==> src/rtl/abfn_rst_pkg.sv <==
// Shared types and default timing constants for the CCC-downstream reset sequencer.
package abfn_rst_pkg;

    typedef enum logic [2:0] {
        ST_WAIT_LOCK,
        ST_LOCK_STABLE,
        ST_MSS_WAIT,
        ST_FAB_DELAY,
        ST_RUN,
        ST_FAULT
    } state_t;

    localparam int DEF_SYNC_STAGES        = 2;
    localparam int DEF_LOCK_STABLE_CYCLES = 1024;
    localparam int DEF_LOCK_LOSS_FILTER   = 4;
    localparam int DEF_FAB_RELEASE_DELAY  = 16;
    localparam int DEF_MSS_READY_TIMEOUT  = 65535;

    function automatic int max_int(input int a, input int b);
        return (a > b) ? a : b;
    endfunction

endpackage

==> src/rtl/abfn_sync_ff.sv <==
// Single-bit multi-flop synchronizer with asynchronous clear to 0.
module abfn_sync_ff #(
    parameter int STAGES = 2
) (
    input  logic i_clk,
    input  logic i_rst_n,
    input  logic i_d,
    output logic o_q
);

    logic [STAGES-1:0] r_sync;

    always_ff @(posedge i_clk or negedge i_rst_n) begin
        if (!i_rst_n) begin
            r_sync <= '0;
        end else begin
            r_sync <= {r_sync[STAGES-2:0], i_d};
        end
    end

    assign o_q = r_sync[STAGES-1];

endmodule

==> src/rtl/abfn_clk_reset_sequencer.sv <==
// Releases MSS then fabric reset once CCC lock is stable; re-asserts both on filtered lock loss.
module abfn_clk_reset_sequencer
    import abfn_rst_pkg::*;
#(
    parameter int SYNC_STAGES        = DEF_SYNC_STAGES,
    parameter int LOCK_STABLE_CYCLES = DEF_LOCK_STABLE_CYCLES,
    parameter int LOCK_LOSS_FILTER   = DEF_LOCK_LOSS_FILTER,
    parameter int FAB_RELEASE_DELAY  = DEF_FAB_RELEASE_DELAY,
    parameter int MSS_READY_TIMEOUT  = DEF_MSS_READY_TIMEOUT
) (
    input  logic       CLK_BASE,
    input  logic       POWER_ON_RESET_N,
    input  logic       LOCK,
    input  logic       MSS_READY,
    input  logic       RETRY,
    output logic       MSS_RESET_N_F2M,
    output logic       FAB_RESET_N,
    output logic       INIT_DONE,
    output logic       FAULT,
    output logic [7:0] LOCK_LOSS_COUNT
);

    // Loss filter shares the counter width so its limit can never overflow it.
    localparam int CNT_W = $clog2(max_int(max_int(LOCK_STABLE_CYCLES, FAB_RELEASE_DELAY),
                                          max_int(MSS_READY_TIMEOUT, LOCK_LOSS_FILTER))) + 1;

    localparam logic [CNT_W-1:0] STABLE_LAST  = CNT_W'(LOCK_STABLE_CYCLES - 1);
    localparam logic [CNT_W-1:0] TIMEOUT_LAST = CNT_W'(MSS_READY_TIMEOUT - 1);
    localparam logic [CNT_W-1:0] FAB_LAST     = CNT_W'(FAB_RELEASE_DELAY - 1);
    localparam logic [CNT_W-1:0] LOSS_LIMIT   = CNT_W'(LOCK_LOSS_FILTER);

    logic             w_lock_s;
    logic             w_rdy_s;
    state_t           r_state;
    state_t           w_state_nxt;
    logic [CNT_W-1:0] r_cnt;
    logic [CNT_W-1:0] r_lost;
    logic             w_cnt_inc;
    logic             w_monitor;
    logic             w_loss;
    logic             r_mss_rst_n;
    logic             r_fab_rst_n;
    logic             r_init_done;
    logic             r_fault;
    logic [7:0]       r_loss_cnt;

    abfn_sync_ff #(.STAGES(SYNC_STAGES)) u_sync_lock (
        .i_clk   (CLK_BASE),
        .i_rst_n (POWER_ON_RESET_N),
        .i_d     (LOCK),
        .o_q     (w_lock_s)
    );

    abfn_sync_ff #(.STAGES(SYNC_STAGES)) u_sync_rdy (
        .i_clk   (CLK_BASE),
        .i_rst_n (POWER_ON_RESET_N),
        .i_d     (MSS_READY),
        .o_q     (w_rdy_s)
    );

    always_comb begin
        w_state_nxt = r_state;
        w_cnt_inc   = 1'b0;
        w_monitor   = (r_state == ST_MSS_WAIT) || (r_state == ST_FAB_DELAY) || (r_state == ST_RUN);
        w_loss      = w_monitor && (r_lost == LOSS_LIMIT);
        case (r_state)
            ST_WAIT_LOCK: begin
                if (w_lock_s) w_state_nxt = ST_LOCK_STABLE;
            end
            ST_LOCK_STABLE: begin
                if (!w_lock_s)                  w_state_nxt = ST_WAIT_LOCK;
                else if (r_cnt == STABLE_LAST)  w_state_nxt = ST_MSS_WAIT;
                else                            w_cnt_inc   = 1'b1;
            end
            // Lock loss outranks both ready and timeout here.
            ST_MSS_WAIT: begin
                if (w_loss)                     w_state_nxt = ST_WAIT_LOCK;
                else if (w_rdy_s)               w_state_nxt = ST_FAB_DELAY;
                else if (r_cnt == TIMEOUT_LAST) w_state_nxt = ST_FAULT;
                else                            w_cnt_inc   = 1'b1;
            end
            ST_FAB_DELAY: begin
                if (w_loss)                     w_state_nxt = ST_WAIT_LOCK;
                else if (r_cnt == FAB_LAST)     w_state_nxt = ST_RUN;
                else                            w_cnt_inc   = 1'b1;
            end
            ST_RUN: begin
                if (w_loss) w_state_nxt = ST_WAIT_LOCK;
            end
            ST_FAULT: begin
                if (RETRY) w_state_nxt = ST_WAIT_LOCK;
            end
            default: w_state_nxt = ST_WAIT_LOCK;
        endcase
    end

    always_ff @(posedge CLK_BASE or negedge POWER_ON_RESET_N) begin
        if (!POWER_ON_RESET_N) begin
            r_state     <= ST_WAIT_LOCK;
            r_cnt       <= '0;
            r_lost      <= '0;
            r_mss_rst_n <= 1'b0;
            r_fab_rst_n <= 1'b0;
            r_init_done <= 1'b0;
            r_fault     <= 1'b0;
            r_loss_cnt  <= '0;
        end else begin
            r_state <= w_state_nxt;
            if (w_state_nxt != r_state)  r_cnt <= '0;
            else if (w_cnt_inc)          r_cnt <= r_cnt + CNT_W'(1);
            if ((w_state_nxt != r_state) || w_lock_s)      r_lost <= '0;
            else if (w_monitor && (r_lost != LOSS_LIMIT))  r_lost <= r_lost + CNT_W'(1);
            // Outputs decoded from the next state so each one comes straight off a flop.
            r_mss_rst_n <= (w_state_nxt == ST_MSS_WAIT) || (w_state_nxt == ST_FAB_DELAY) ||
                           (w_state_nxt == ST_RUN);
            r_fab_rst_n <= (w_state_nxt == ST_RUN);
            r_init_done <= (w_state_nxt == ST_RUN);
            r_fault     <= (w_state_nxt == ST_FAULT);
            if (w_loss && (r_loss_cnt != 8'hFF)) r_loss_cnt <= r_loss_cnt + 8'd1;
        end
    end

    assign MSS_RESET_N_F2M = r_mss_rst_n;
    assign FAB_RESET_N     = r_fab_rst_n;
    assign INIT_DONE       = r_init_done;
    assign FAULT           = r_fault;
    assign LOCK_LOSS_COUNT = r_loss_cnt;

endmodule

==> config.mk <==
export PLATFORM = sky130hd
export DESIGN_NAME = abfn_clk_reset_sequencer
export DESIGN_NICKNAME = d
export VERILOG_FILES = /design/src/rtl/abfn_rst_pkg.sv /design/src/rtl/abfn_sync_ff.sv /design/src/rtl/abfn_clk_reset_sequencer.sv
export SDC_FILE = /design/constraint.sdc
export NUM_CORES = 1
export LEC_CHECK = 0
export CAP_MARGIN = 40
export CORE_UTILIZATION = 54
export DETAILED_ROUTE_END_ITERATION = 10
export PLACE_DENSITY_LB_ADDON = 0.3
export SYNTH_ARGS = -nofsm -noshare
export SYNTH_HDL_FRONTEND = slang
export SYNTH_SLANG_ARGS = --single-unit
export TNS_END_PERCENT = 1
==> constraint.sdc <==
create_clock -name CLK_BASE -period 2.2 [get_ports CLK_BASE]
set_clock_uncertainty 0.2 [all_clocks]
set_input_delay 0.44 -clock CLK_BASE [delete_from_list [all_inputs] [get_ports CLK_BASE]]
set_output_delay 0.44 -clock CLK_BASE [all_outputs]
set_load 0.1 [all_outputs]
---- Word level (Yosys, flattened, before mapping) ----
Cells that the tools add are included.
operators by class
  $add $sub $neg .......................... 3
  multiply operators ...................... 0
  divide/modulo/power cells ............... 0
  $lt $le $gt $ge ......................... 0
  eq/ne operators ......................... 16
  shift-type cells ........................ 0
  mux-type cells .......................... 23
  bitwise operators ....................... 0
  reduce and logical (&&, ||, !) cells .... 11
operators by type and width
  cell                   count
  $mux 17                4
  $add 17x1->17 const B  2
  $mux 3                 10
  $pmux 3 s6             1
  $eq 17x10->1 const B   1
  $eq 17x16->1 const B   1
  $eq 17x3->1 const B    1
  $eq 17x4->1 const B    1
  $ne 17x3->1 const B    1
  $eq 3x2->1 const B     4
  $eq 3x3->1 const B     4
  $add 8x1->8 const B    1
  $ne 8x8->1 const B     1
  $mux 1                 7
  $logic_or 1x1->1       5
  $reduce_bool 2->1      2
  $eq 3x1->1 const B     1
  $logic_and 1x1->1      3
  $logic_not 3->1        1
  $ne 3x3->1             1
  $pmux 1 s3             1
storage, ports and cells
  register bits after elaboration ......... 52
  bits in latches ......................... 0
  memory bits (writable) .................. 0
  bits in read-only memories .............. 0
  input bits .............................. 5
  output and inout port bits .............. 12
  logic and storage cells ................. 62
  memories kept ........................... 0

---- Logic depth before layout (Yosys ltp) ----
  depth in word-level cells ............... 9
  gate-level depth with buffers ........... 10
  depth with buffers taken out ............ 8

---- Hierarchy ----
From an unflattened synthesis, not the netlist that was laid out.
second synthesis, totals
  cell total of the unflattened synthesis .. 282
  area total of the unflattened synthesis .. 2762.6 µm²
by module, submodules not included
  module                    instances  cells an instance  area an instance (µm²)  seq. area each (µm²)
  abfn_clk_reset_sequencer  1          278                2662.6                  1201.2
  abfn_sync_ff              2          2                  50.0                    50.0

---- Worst setup path before layout ----
OpenSTA, ideal clock, no wires.
  path type ............................... reg2reg
  start point ............................. register r_loss_cnt[0] (netlist: LOCK_LOSS_COUNT[0])
  end point ............................... register r_loss_cnt[6] (netlist: LOCK_LOSS_COUNT[6])
  library setup time ...................... 158 ps
  arrival ................................. 2090 ps
  data required time ...................... 1842 ps
  path slack .............................. -249 ps
  cell stages (with the launch flop) ...... 8
  buffers on the path ..................... 0
  period minus slack after synthesis ...... 2449 ps
  cells stage by stage .................... dfrtp_1 > ha_1 > nand3_1 > nor2_1 > nor3b_2 > and3_1 > nand4_1 > xnor2_1
on the way
  word-level cells in the longest chain between the ends .. 2
  elaborated cells between the ends (all ways) .. 3
  those cells by class .................... 1 x add/sub; 1 x eq/ne; 1 x reduce/logical
RTL lines
  what                                                 RTL line                         RTL
  start: declaration                                   abfn_clk_reset_sequencer.sv:45   logic [7:0] r_loss_cnt;
  start signal: assignment                             abfn_clk_reset_sequencer.sv:119  if (w_loss && (r_loss_cnt != 8'hFF)) r_loss_cnt <= r_loss_cnt + 8'd1;
  branches (longest 2 deep; another with $add 8x1->8)  n/a
Several ways; the timed one is not identified.
A chain may end at the register's enable or synchronous reset.

---- Final worst setup path ----
  start point ............................. register r_cnt[0]
  end point ............................... register r_lost[8]
on the way
  word-level cells in the longest chain between the ends .. 8
  elaborated cells between the ends (all ways) .. 15
  those cells by class .................... 4 x eq/ne; 9 x mux; 2 x reduce/logical
RTL lines
  what                                          RTL line                         RTL
  start: declaration                            abfn_clk_reset_sequencer.sv:36   logic [CNT_W-1:0] r_cnt;
  start signal: assignment                      abfn_clk_reset_sequencer.sv:110  else if (w_cnt_inc) r_cnt <= r_cnt + CNT_W'(1);
  $eq 17x16->1                                  abfn_clk_reset_sequencer.sv:79   else if (r_cnt == TIMEOUT_LAST) w_state_nxt = ST_FAULT;
  $mux 3                                        abfn_clk_reset_sequencer.sv:79
  $mux 3                                        abfn_clk_reset_sequencer.sv:78   else if (w_rdy_s) w_state_nxt = ST_FAB_DELAY;
  $mux 3                                        abfn_clk_reset_sequencer.sv:77   if (w_loss) w_state_nxt = ST_WAIT_LOCK;
  $pmux 3 s6 *                                  abfn_clk_reset_sequencer.sv:66   case (r_state)
  $ne 3x3->1 *                                  abfn_clk_reset_sequencer.sv:111  if ((w_state_nxt != r_state) || w_lock_s) r_lost <= '0;
  $logic_or 1x1->1 *                            abfn_clk_reset_sequencer.sv:111
  $mux 17 or $reduce_bool 2->1 (tied branches)  n/a
  end signal: assignment                        abfn_clk_reset_sequencer.sv:112  else if (w_monitor && (r_lost != LOSS_LIMIT)) r_lost <= r_lost + CNT_W'(1);
  end: declaration                              abfn_clk_reset_sequencer.sv:37   logic [CNT_W-1:0] r_lost;
Every way passes the cells marked *; elsewhere a longest branch is shown, timed or not.

==> results by group <==
Flow run
  – Number of violations of the max-capacitance limit: 0

Routing
  – Post-detailed-route DRC marker count: 0
  – Final Routed Wirelength: 10900 um
  – Number of antenna-violating nets in the routed design: 0
  – Via count normalized by instance count: 6.64
  – Length of the first detailed-routing pass in iterations: 5
  – Wire length per cell: 23.0 um
  – First-iteration detailed-routing DRC count: 327
  – Vias post-DR: 3136

Synth
  – Asr flop ratio synth: 100%
  – Sequential element share of the synthesized area: 42.1%
  – Post-synthesis instance total: 295
  – Most used flip-flop cell after synthesis: sky130_fd_sc_hd__dfrtp_1
  – Synthesized area divided by synthesized cell count: 10.5 um2
  – Total number of yosys warnings: 0
  – Count of different cell masters after synthesis: 57
  – Number of flops mapped to enable cells by yosys: 0
  – Mapped cell area: 3090 um2
  – Count of state elements after synthesis: 52
  – Synthesized netlist net count: 305

Clock network
  – Total clock buffers created by CTS: 5
  – Clock root cell: sky130_fd_sc_hd__clkbuf_8
  – Sinks on the clock net: 52
  – Number of buffers on the longest clock path: 2
  – Clock-pin slew on the worst setup and hold paths: 0.11 ns
  – Clock network latency to the later pin of the worst-skew pair: 0.33 ns
  – Clock tree from TritonCTS: yes
  – Maximum level of the CTS H-tree: 2

Global routing
  – GR Overflow Total: 0
  – Tot GR Track Use: 30.0%
  – Number of antenna violations at the first check in global routing: 0
  – First-pass GRT wire length: 14000 um
  – Via count of the first global-routing pass: 2940
  – Largest net degree at the start of global routing: 31

Cells and area
  – Area growth syn-to-layout: 50.6%
  – Post-Route Utilization: 84.5%
  – Antenna diodes: 0
  – Design Area, Final: 4660 um2
  – Number of nets in the final layout: 409
  – Final std cells w/o fill: 472
  – Fraction of final layout cells with drive strength greater than 1: 50.0%

Power
  – Power density over the cells: 492 nW/um2
  – Post-layout power: 2.29 mW
  – Leakage power: 1.83 nW
  – Worst IR Drop VDD: 0.337 mV

Placed design
  – Placed cell count: 441
  – Placement Setup Slack: -0.213 ns
  – Placer Congestion: 0.872
  – Quantity of I/O buffers inserted on ports: 16
  – HPWL Detailed: 5060 um
  – Placed inst area: 3890 um2

Setup path
  – Critical Path Slowest Stage Cell: sky130_fd_sc_hd__dfrtp_1
  – Slowest Stage Delay on Critical Path: 0.40 ns
  – R2r worst-path depth: 11
  – Endpoint required time on the critical path: 2.20 ns
  – Type of the worst setup path: register to register
  – Critical path, cell by cell: buf_6 -> ha_4 -> nor4b_4 -> buf_4 -> nand4_4 -> a21oi_4 -> o21ai_2 -> o211ai_4 -> buf_12 -> clkbuf_16 -> nor4_4
  – Startpoint Class: register
  – FF-to-FF End: r_lost[8]
  – Nature of the critical path endpoint: register
  – Origin of the worst setup path: r_cnt[0]
  – Critical path arrival: 2.58 ns
  – Worst Path Max Fanout: 6
  – Startpoint of the worst register-to-register path: r_cnt[0]
  – Capturing instance or port of the critical path: r_lost[8]
  – R2R Setup Slk: -0.38 ns

STA
  – Finish-stage setup viols: 47
  – Actual slew at the worst max-slew pin: 0.535 ns
  – Setup repair after global routing missed its margin: yes
  – Minimum period implied by the final worst setup slack: 2.58 ns
  – Final-layout setup total negative slack: -13.79 ns
  – Maximum achievable frequency: 388 MHz
  – Pins over their slew limit: 0
  – Slew Limit Headroom: 64.4%
  – Final Hold Violating Endpoints: 0
  – Period utilisation layout: 117%
  – Worst Hold Slack: 0.170 ns
  – Final worst setup slack: -0.376 ns

Floorplan
  – Io pins: 17
  – Die area: 6030 um2
  – Die outline width: 77.7 um
  – Core Box Area: 5510 um2
  – Die height: 77.7 um
  – Site Rows: 27
  – Starting utilization of the core area: 56.1%

Run status
  – Result of the run: complete, but fails checks
  – Violated checks: setup timing

Hold path
  – Min-Delay Path Class: register to register
## sequential cells by signal (all words and copies together), names as in the netlist
name / count
r_cnt: 17
r_lost: 17
LOCK_LOSS_COUNT: 8
r_state: 3
u_sync_lock.r_sync: 2
u_sync_rdy.r_sync: 2
FAULT: 1
INIT_DONE: 1
MSS_RESET_N_F2M: 1
## routing by layer
layer,wire (um),share of wire (%),track usage (%)
met1,3990,37,37.4
met2,5360,49,51.6
met3,870,8.0,4.35
met4,641,5.9,12.8
met5,0,0,0
## worst min-delay path by stage
stage | from | to | depth (start not counted)
floorplan | POWER_ON_RESET_N | FAULT | 0
global placement | u_sync_rdy.r_sync[0] | u_sync_rdy.r_sync[1] | 0
detailed placement | u_sync_rdy.r_sync[0] | u_sync_rdy.r_sync[1] | 0
CTS | u_sync_rdy.r_sync[0] | u_sync_rdy.r_sync[1] | 0
global route | u_sync_rdy.r_sync[0] | u_sync_rdy.r_sync[1] | 0
finish | u_sync_rdy.r_sync[0] | u_sync_rdy.r_sync[1] | 0
## where the power goes
group          leakage [nW]  switching [mW]  internal (mW)
Sequential            0.708          0.0155          0.971
Clock                0.0463           0.369          0.234
Combinational          1.07           0.358          0.342
Total                  1.83           0.743           1.55
## cells in the mapped netlist, drive strengths merged (2+ instances only)
master	number	area [um2]
nor4	23	231
a21oi	5	25.0
clkbuf	2	7.51
a211oi	15	163
nor2	12	52.6
and3	4	25.0
or4	2	18.8
buf	14	95.1
ha	5	62.6
nor3	8	45.0
o31ai	2	15.0
nand3	9	45.0
inv	12	45.0
or3	10	62.6
nor3b	2	25.0
nand2b	2	12.5
and4	4	35.0
o21ai	17	85.1
nand3b	3	22.5
nand2	21	78.8
nor4b	3	47.5
xnor2	17	149
nand4	15	106
dfrtp	52	1300
or3b	3	28.8
o21a	2	15.0
and2	4	25.0
xor2	9	78.8
or2	3	18.8
## kinds of logic (layout without fill, tap and decap cells)
group,after synthesis,count (layout),share of synthesized area [%]
AO/OA/AOI/OAI,51,52,13.5
XOR/XNOR,26,26,7.37
adder cells (fa/ha/maj),5,5,2.02
buffers and inverters,28,132,4.78
flip-flops,52,52,42.1
multiplexers,2,2,0.688
AND/OR/NAND/NOR,131,131,29.6
## repair_timing
item | in CTS | in global routing
pin swaps | 10 | 24
cloned | 3 | 5
setup endpoints to repair | 42 | 46
buffers inserted | 7 | 7
hold buffers | 1 | 0
endpoints found under the hold margin | 22 | 0
gates resized for setup | 28 | 41
## area by class of cell
class	count	area, um2
well taps	72	90.1
clock buffers	5	68.8
flip-flops and latches	52	1310
multi-input cells	216	2020
fillers	249	851
inverters	12	45.0
clock inverters	3	27.5
repair buffers	112	1100
## worst max-delay path: cells and delay by family (launching register included)
kind / cells / cell delay, ns
buffers and inverters: 4 / 0.67
adder cells (fa/ha/maj): 1 / 0.12
AND/OR/NAND/NOR: 3 / 0.46
flip-flops: 1 / 0.40
AO/OA/AOI/OAI: 3 / 0.59
## placed cells by master (no fill, tap or decap), drive strengths merged, types with 10 or more instances in the layout
master	instances
a211oi	15
buf	103
dfrtp	52
inv	13
nand2	21
nand4	15
nor2	12
nor4	23
o21ai	17
or3	10
xnor2	17
Note: power is estimated with default switching activity, not from simulation.
